===== config.mk =====
export PLATFORM = sky130hd
export DESIGN_NAME = intr_ctrl
export DESIGN_NICKNAME = d
export VERILOG_FILES = /design/src/rtl/intr_pkg.sv /design/src/rtl/intr_gateway.sv /design/src/rtl/intr_ctrl.sv
export SDC_FILE = /design/constraint.sdc
export NUM_CORES = 1
export LEC_CHECK = 0
export ABC_AREA = 1
export BUFFER_PORTS_ARGS = -buffer_cell sky130_fd_sc_hd__buf_2
export CORE_MARGIN = 2
export CORE_UTILIZATION = 35
export DETAILED_ROUTE_END_ITERATION = 7
export HOLD_SLACK_MARGIN = 0.05
export PLACE_DENSITY = 0.79
export SYNTH_ARGS = -nofsm -noshare
export SYNTH_HDL_FRONTEND = slang
export SYNTH_SLANG_ARGS = --single-unit

===== constraint.sdc =====
create_clock -name clk -period 1.38 [get_ports clk]
set_clock_uncertainty 0.2 [all_clocks]
set_input_delay 0 -clock clk [delete_from_list [all_inputs] [get_ports clk]]
set_output_delay 0 -clock clk [all_outputs]
set_load 0.1 [all_outputs]

===== src/rtl/intr_pkg.sv =====
// Shared definitions for the machine-mode interrupt controller: register map,
// AXI response codes and the per-source gateway state encoding.
package intr_pkg;

  localparam logic [31:0] MSIP_OFF    = 32'h0000_0000;
  localparam logic [31:0] ENABLE_OFF  = 32'h0000_0004;
  localparam logic [31:0] PENDING_OFF = 32'h0000_0008;
  localparam logic [31:0] CLAIM_OFF   = 32'h0000_000C;

  localparam logic [1:0] RESP_OKAY   = 2'b00;
  localparam logic [1:0] RESP_SLVERR = 2'b10;

  localparam int ID_W = 5;

  typedef enum logic [1:0] {
    IDLE    = 2'd0,
    PENDING = 2'd1,
    INSVC   = 2'd2
  } gw_state_e;

endpackage


===== src/rtl/intr_gateway.sv =====
// Per-source interrupt gateway: 2-flop synchronizer plus IDLE/PENDING/INSVC FSM.
// Define INTR_EDGE_EN for edge-triggered sources with a deferred-edge flag.
module intr_gateway
  import intr_pkg::*;
(
  input  logic clk,
  input  logic rstn,
  input  logic src_i,
  input  logic claim_i,
  input  logic complete_i,
  output logic pending_o
);

  logic [1:0] sync_q;
  logic       level;
  logic       trig;
  gw_state_e  state_q, state_d;

  // NOTE: sequential state uses non-blocking <= so every flop samples pre-edge values.
  always_ff @(posedge clk or negedge rstn) begin
    if (!rstn) begin
      sync_q  <= 2'b00;
      state_q <= IDLE;
    end else begin
      sync_q  <= {sync_q[0], src_i};
      state_q <= state_d;
    end
  end

  assign level = sync_q[1];

`ifdef INTR_EDGE_EN
  logic prev_q;
  logic defer_q, defer_d;

  always_ff @(posedge clk or negedge rstn) begin
    if (!rstn) begin
      prev_q  <= 1'b0;
      defer_q <= 1'b0;
    end else begin
      prev_q  <= level;
      defer_q <= defer_d;
    end
  end

  assign trig = level & ~prev_q;
`else
  assign trig = level;
`endif

  // NOTE: defaults are assigned first so no path leaves a next-state unassigned (no latch).
  always_comb begin
    state_d = state_q;
`ifdef INTR_EDGE_EN
    defer_d = defer_q;
`endif
    case (state_q)
      IDLE: begin
        if (trig) state_d = PENDING;
      end
      PENDING: begin
        if (claim_i) state_d = INSVC;
      end
      INSVC: begin
`ifdef INTR_EDGE_EN
        // An edge arriving while in service is remembered and replayed on complete.
        if (trig) defer_d = 1'b1;
        if (complete_i) begin
          state_d = (defer_q || trig) ? PENDING : IDLE;
          defer_d = 1'b0;
        end
`else
        if (complete_i) state_d = IDLE;
`endif
      end
      default: state_d = IDLE;
    endcase
  end

  assign pending_o = (state_q == PENDING);

endmodule


===== src/rtl/intr_ctrl.sv =====
// Machine-mode interrupt aggregator with AXI4-Lite register interface.
// Build option INTR_EDGE_EN selects edge-triggered source gateways.
module intr_ctrl
  import intr_pkg::*;
#(
  parameter int N_SRC = 8
) (
  input  logic             clk,
  input  logic             rstn,
  input  logic [31:0]      axi_araddr,
  output logic             axi_arready,
  input  logic             axi_arvalid,
  input  logic [2:0]       axi_arprot,
  output logic [31:0]      axi_rdata,
  input  logic             axi_rready,
  output logic [1:0]       axi_rresp,
  output logic             axi_rvalid,
  input  logic             axi_bready,
  output logic [1:0]       axi_bresp,
  output logic             axi_bvalid,
  input  logic [31:0]      axi_awaddr,
  output logic             axi_awready,
  input  logic             axi_awvalid,
  input  logic [2:0]       axi_awprot,
  input  logic [31:0]      axi_wdata,
  output logic             axi_wready,
  input  logic [3:0]       axi_wstrb,
  input  logic             axi_wvalid,
  input  logic             time_intr,
  input  logic [N_SRC-1:0] ext_src,
  output logic             mtip,
  output logic             msip,
  output logic             meip
);

  logic             rvalid_q, bvalid_q;
  logic [31:0]      rdata_q;
  logic [1:0]       rresp_q, bresp_q;
  logic             msip_reg_q;
  logic [N_SRC-1:0] enable_q;
  logic             mtip_q, msip_q, meip_q;

  logic             rd_accept, wr_accept, wr_en;
  logic [31:0]      rd_data_d;
  logic [1:0]       rd_resp_d, wr_resp_d;
  logic             claim_hit, msip_we, enable_we, complete_we;
  logic [ID_W-1:0]  claim_id;
  logic [N_SRC-1:0] pending, pend_en, claim_vec, complete_vec;

  logic unused_ok;
  assign unused_ok = ^{axi_arprot, axi_awprot, axi_wdata, axi_wstrb};

  assign rd_accept = axi_arvalid & axi_arready;
  assign wr_accept = axi_awvalid & axi_wvalid & axi_awready;
  assign wr_en     = wr_accept & axi_wstrb[0];
  assign pend_en   = pending & enable_q;

  // Lowest index wins: scanning downward lets the smallest hit overwrite the rest.
  always_comb begin
    claim_id  = '0;
    claim_vec = '0;
    for (int k = N_SRC - 1; k >= 0; k--) begin
      if (pend_en[k]) begin
        claim_id     = ID_W'(k + 1);
        claim_vec    = '0;
        claim_vec[k] = 1'b1;
      end
    end
    if (!claim_hit) claim_vec = '0;
  end

  always_comb begin
    rd_data_d = '0;
    rd_resp_d = RESP_OKAY;
    claim_hit = 1'b0;
    case (axi_araddr)
      MSIP_OFF:    rd_data_d = {31'b0, msip_reg_q};
      ENABLE_OFF:  rd_data_d = 32'(enable_q);
      PENDING_OFF: rd_data_d = 32'(pending);
      CLAIM_OFF: begin
        rd_data_d = 32'(claim_id);
        claim_hit = rd_accept;
      end
      default:     rd_resp_d = RESP_SLVERR;
    endcase
  end

  always_comb begin
    wr_resp_d   = RESP_OKAY;
    msip_we     = 1'b0;
    enable_we   = 1'b0;
    complete_we = 1'b0;
    case (axi_awaddr)
      MSIP_OFF:    msip_we     = wr_en;
      ENABLE_OFF:  enable_we   = wr_en;
      PENDING_OFF: ;
      CLAIM_OFF:   complete_we = wr_en;
      default:     wr_resp_d   = RESP_SLVERR;
    endcase
  end

  always_comb begin
    complete_vec = '0;
    for (int k = 0; k < N_SRC; k++) begin
      complete_vec[k] = complete_we && (axi_wdata[ID_W-1:0] == ID_W'(k + 1));
    end
  end

  for (genvar k = 0; k < N_SRC; k++) begin : g_gw
    intr_gateway u_gw (
      .clk        (clk),
      .rstn       (rstn),
      .src_i      (ext_src[k]),
      .claim_i    (claim_vec[k]),
      .complete_i (complete_vec[k]),
      .pending_o  (pending[k])
    );
  end

  always_ff @(posedge clk or negedge rstn) begin
    if (!rstn) begin
      rvalid_q   <= 1'b0;
      rdata_q    <= '0;
      rresp_q    <= RESP_OKAY;
      bvalid_q   <= 1'b0;
      bresp_q    <= RESP_OKAY;
      msip_reg_q <= 1'b0;
      enable_q   <= '0;
      mtip_q     <= 1'b0;
      msip_q     <= 1'b0;
      meip_q     <= 1'b0;
    end else begin
      if (rd_accept) begin
        rvalid_q <= 1'b1;
        rdata_q  <= rd_data_d;
        rresp_q  <= rd_resp_d;
      end else if (rvalid_q && axi_rready) begin
        rvalid_q <= 1'b0;
      end

      if (wr_accept) begin
        bvalid_q <= 1'b1;
        bresp_q  <= wr_resp_d;
      end else if (bvalid_q && axi_bready) begin
        bvalid_q <= 1'b0;
      end

      if (msip_we)   msip_reg_q <= axi_wdata[0];
      if (enable_we) enable_q   <= axi_wdata[N_SRC-1:0];

      mtip_q <= time_intr;
      msip_q <= msip_reg_q;
      meip_q <= |pend_en;
    end
  end

  assign axi_arready = ~rvalid_q;
  assign axi_rvalid  = rvalid_q;
  assign axi_rdata   = rdata_q;
  assign axi_rresp   = rresp_q;
  assign axi_awready = ~bvalid_q;
  assign axi_wready  = ~bvalid_q;
  assign axi_bvalid  = bvalid_q;
  assign axi_bresp   = bresp_q;
  assign mtip        = mtip_q;
  assign msip        = msip_q;
  assign meip        = meip_q;

endmodule


==> results.py <==
metrics = {
    "run_status": {
        "run_status": "finished, violations left",
        "violations": "hold timing, setup timing",
    },
    "placement": {
        "portBuffers": 106,
        "routabilityCongestion": 0.864,
        "place_ws_ns": -0.193,
        "hpwl_um": 6390,
    },
    "pwr": {
        "peakVddDrop_v": 0.000559,
        "power.density_nw_per_um2": 790,
        "p_comb_frac": 0.292,
        "p_leak_nw": 2.60,
        "seq_power_share": 0.436,
        "netSwitchingPower_mw": 1.40,
        "finalPower_mw": 3.98,
        "power_frac_clock": 0.272,
        "p_sw_frac": 0.350,
        "p_int_mw": 2.59,
    },
    "setup_path": {
        "cp_slowest_stage_delay_ns": 0.53,
        "crit_path_cell_trace": "inv_12 -> nand3_4 -> nor2_4 -> buf_6 -> nand4_1 -> nand3_1 -> nand2_1",
        "path_buf_inv": 2,
        "critPathMaxFanout": 4,
        "start_kind": "flop",
        "critPathRequiredTime_ns": 1.39,
        "cpLargestDelayFamily": "flip-flops",
        "cp_data_arrival_time_ns": 1.51,
        "crit_path_end_kind": "flop",
        "critPathKind": "flop to flop",
        "slowest_stage": "dfrtp_4",
    },
    "timing": {
        "setup_viol": 29,
        "period_share": 1.08,
        "whs_ns": -0.103,
        "rsz0062_at_grt": "yes",
        "fin_crit_ns": 1.50,
        "finalWorstSetupSlack_ns": -0.115,
        "hold_viol": 3,
        "slew_violations": 0,
        "fmax_mhz": 669,
    },
    "die": {
        "start_util": 0.359,
        "die_x_um": 98.3,
        "std_cell_rows": 34,
        "pin_count": 166,
        "dieArea_um2": 9670,
        "core_area_um2": 8680,
        "fp.dieH_um": 98.3,
    },
    "global_routing": {
        "grt_pass1_vias": 3315,
        "grt_usage": 0.176,
        "antenna_found_initial": 0,
        "grt_start_max_net_pins": 50,
        "grt_pass1_wl_um": 14200,
        "overflow": 0,
    },
    "clocking": {
        "cts_sinks": 56,
        "cts_tree": "built",
        "numCtsBuffers": 5,
        "cts_buffer_depth": 2,
        "clkLatencyLatePin_ns": 0.31,
        "clock-root-buffer": "clkbuf_8",
        "clk_pin_slew_worst_paths_ns": 0.10,
        "cts_hold_buf": 30,
        "cts_max_level": 2,
    },
    "finish": {
        "layout.nets": 747,
        "diodes": 0,
        "drive_above_1_share": 0.446,
        "areaGrowthSynthToFinish_pct": 61.9,
    },
    "synth": {
        "yosysSeqAreaShare": 0.450,
        "synth.ff_latch_count": 56,
        "synthCells": 422,
        "avgSynthCellArea_um2": 7.38,
        "synthesis.area_um2": 3110,
        "synth_warnings": 0,
        "yosysUniqueCellTypes": 28,
    },
    "route": {
        "firstDrtPassIters": 4,
        "antenna_left": 0,
        "drc_errors": 0,
        "routedWlPerCell_um": 12.1,
        "viasPerCell": 4.54,
        "totalWireLength_um": 8900,
        "via_count": 3334,
        "drtIter0Drc": 149,
    },
    "min_path": {
        "holdCritPathClass": "input pin to flop",
    },
    "flow_run": {
        "cap_violations": 0,
    },
}
## cells in the final DEF, fill, tap and decap left out, drive strengths merged
cell type     instances
o21ai                18
bufinv                1
dlygate4sd3          28
buf                 171
clkbuf                5
dfrtp                56
and2                  1
nor2                 85
nor3                  6
a21oi                 3
a31oi                 1
conb                 26
nand3b                2
o22ai                 1
nand4                 6
dlymetal6s4s          1
inv                  39
clkinvlp              2
nand3                37
nand2               135
clkinv                2
## routing by layer
layer / part of all wire / GRT usage / wire length [um] / vias to the layer above
li1: - / - / - / 1668
met1: 0.41 / 0.217 / 3620 / 1539
met2: 0.52 / 0.323 / 4620 / 115
met3: 0.061 / 0.0279 / 546 / 12
met4: 0.011 / 0.0400 / 102 / 0
met5: 0 / 0 / 0 / -
## synthesized netlist by cell type, drive strengths merged
cell type,number,area share
nand2,135,0.18
nor2,85,0.12
dfrtp,56,0.45
inv,39,0.047
nand3,37,0.061
buf,28,0.069
o21ai,18,0.030
nand4,6,0.012
nor3,6,0.013
a21oi,3,0.0060
clkbuf,2,0.0024
nand3b,2,0.0048
a31oi,1,0.0020
and2,1,0.0020
clkinv,1,0.0028
conb,1,0.0012
o22ai,1,0.0020
## path summary, 6_finish.rpt
check / start / end / depth (start not counted) / slack (ns)
min: axi_araddr[3] / axi_rresp[1] / 5 / -0.10
max reg2reg: axi_bvalid / g_gw[5].u_gw.state_q[1] / 7 / -0.12
max in group asynchronous: rstn / axi_rvalid / 4 / 0.13
max: axi_bvalid / g_gw[5].u_gw.state_q[1] / 7 / -0.12
min in group asynchronous: rstn / g_gw[7].u_gw.sync_q[0] / 3 / 0.44
min reg2reg: g_gw[1].u_gw.sync_q[0] / g_gw[1].u_gw.sync_q[1] / 0 / 0.16
## power by group through the flow
stage	logic (mW)	clock network [mW]	registers (mW)
final	1.16	1.08	1.74
after global routing	1.23	1.17	1.75
after CTS	1.11	1.11	1.74
after detailed placement	1.03	0	1.77
after global placement	1.02	0	1.77
after floorplan	0.605	0	1.92
## worst register-to-register path, stage by stage, from the launching register on
cell and delay (ns):
dfrtp_4 0.53, inv_12 0.07, nand3_4 0.06, nor2_4 0.12
buf_6 0.12, nand4_1 0.12, nand3_1 0.12, nand2_1 0.05
## per-stage QoR
stage | hold slack, ns | TNS, ns | cells | instance area [um2] | utilization
after global routing | -0.0402 | -4.19 | 734 | 5040 | 0.581
after detailed placement | -0.334 | -2.44 | 683 | 4170 | 0.480
after global placement | -0.338 | -1.59 | 683 | 4170 | 0.480
after CTS | -0.0976 | -1.96 | 727 | 4770 | 0.550
final | -0.103 | -1.96 | 734 | 5040 | 0.581
after floorplan | -0.496 | -18.63 | 447 | 3270 | -
## repair_timing
item	CTS	global route
setup endpoints to repair	32	37
gates cloned	0	1
hold endpoints to repair	97	3
setup buffers	6	8
gates resized for setup	44	61
pin swaps	20	35
## flip-flops by register name, indices dropped and copies added (netlist names)
signal and flops:
axi_bresp 1, axi_bvalid 1, axi_rdata 8, axi_rresp 1, axi_rvalid 1, enable_q 8, g_gw.u_gw.state_q 16, g_gw.u_gw.sync_q 16
meip 1, msip 1, msip_reg_q 1, mtip 1
## cell families after synthesis
family,Yosys count,share of synthesized area
compound gates,23,0.0402
buf+inv,70,0.121
flops,56,0.450
other cells,1,0.00120
simple gates,272,0.388
## layout make-up
class                      instances  area [um2]
tap                              108         135
sequential                        56        1410
fill                             753        3640
multi-input combinational        321        1750
timing repair buffer             200        1440
clock buffer                       5        68.8
timing repair inverter             1        8.76
inverter                          40         191
clock inverter                     3        42.5
(Power assumes the default switching activity.)
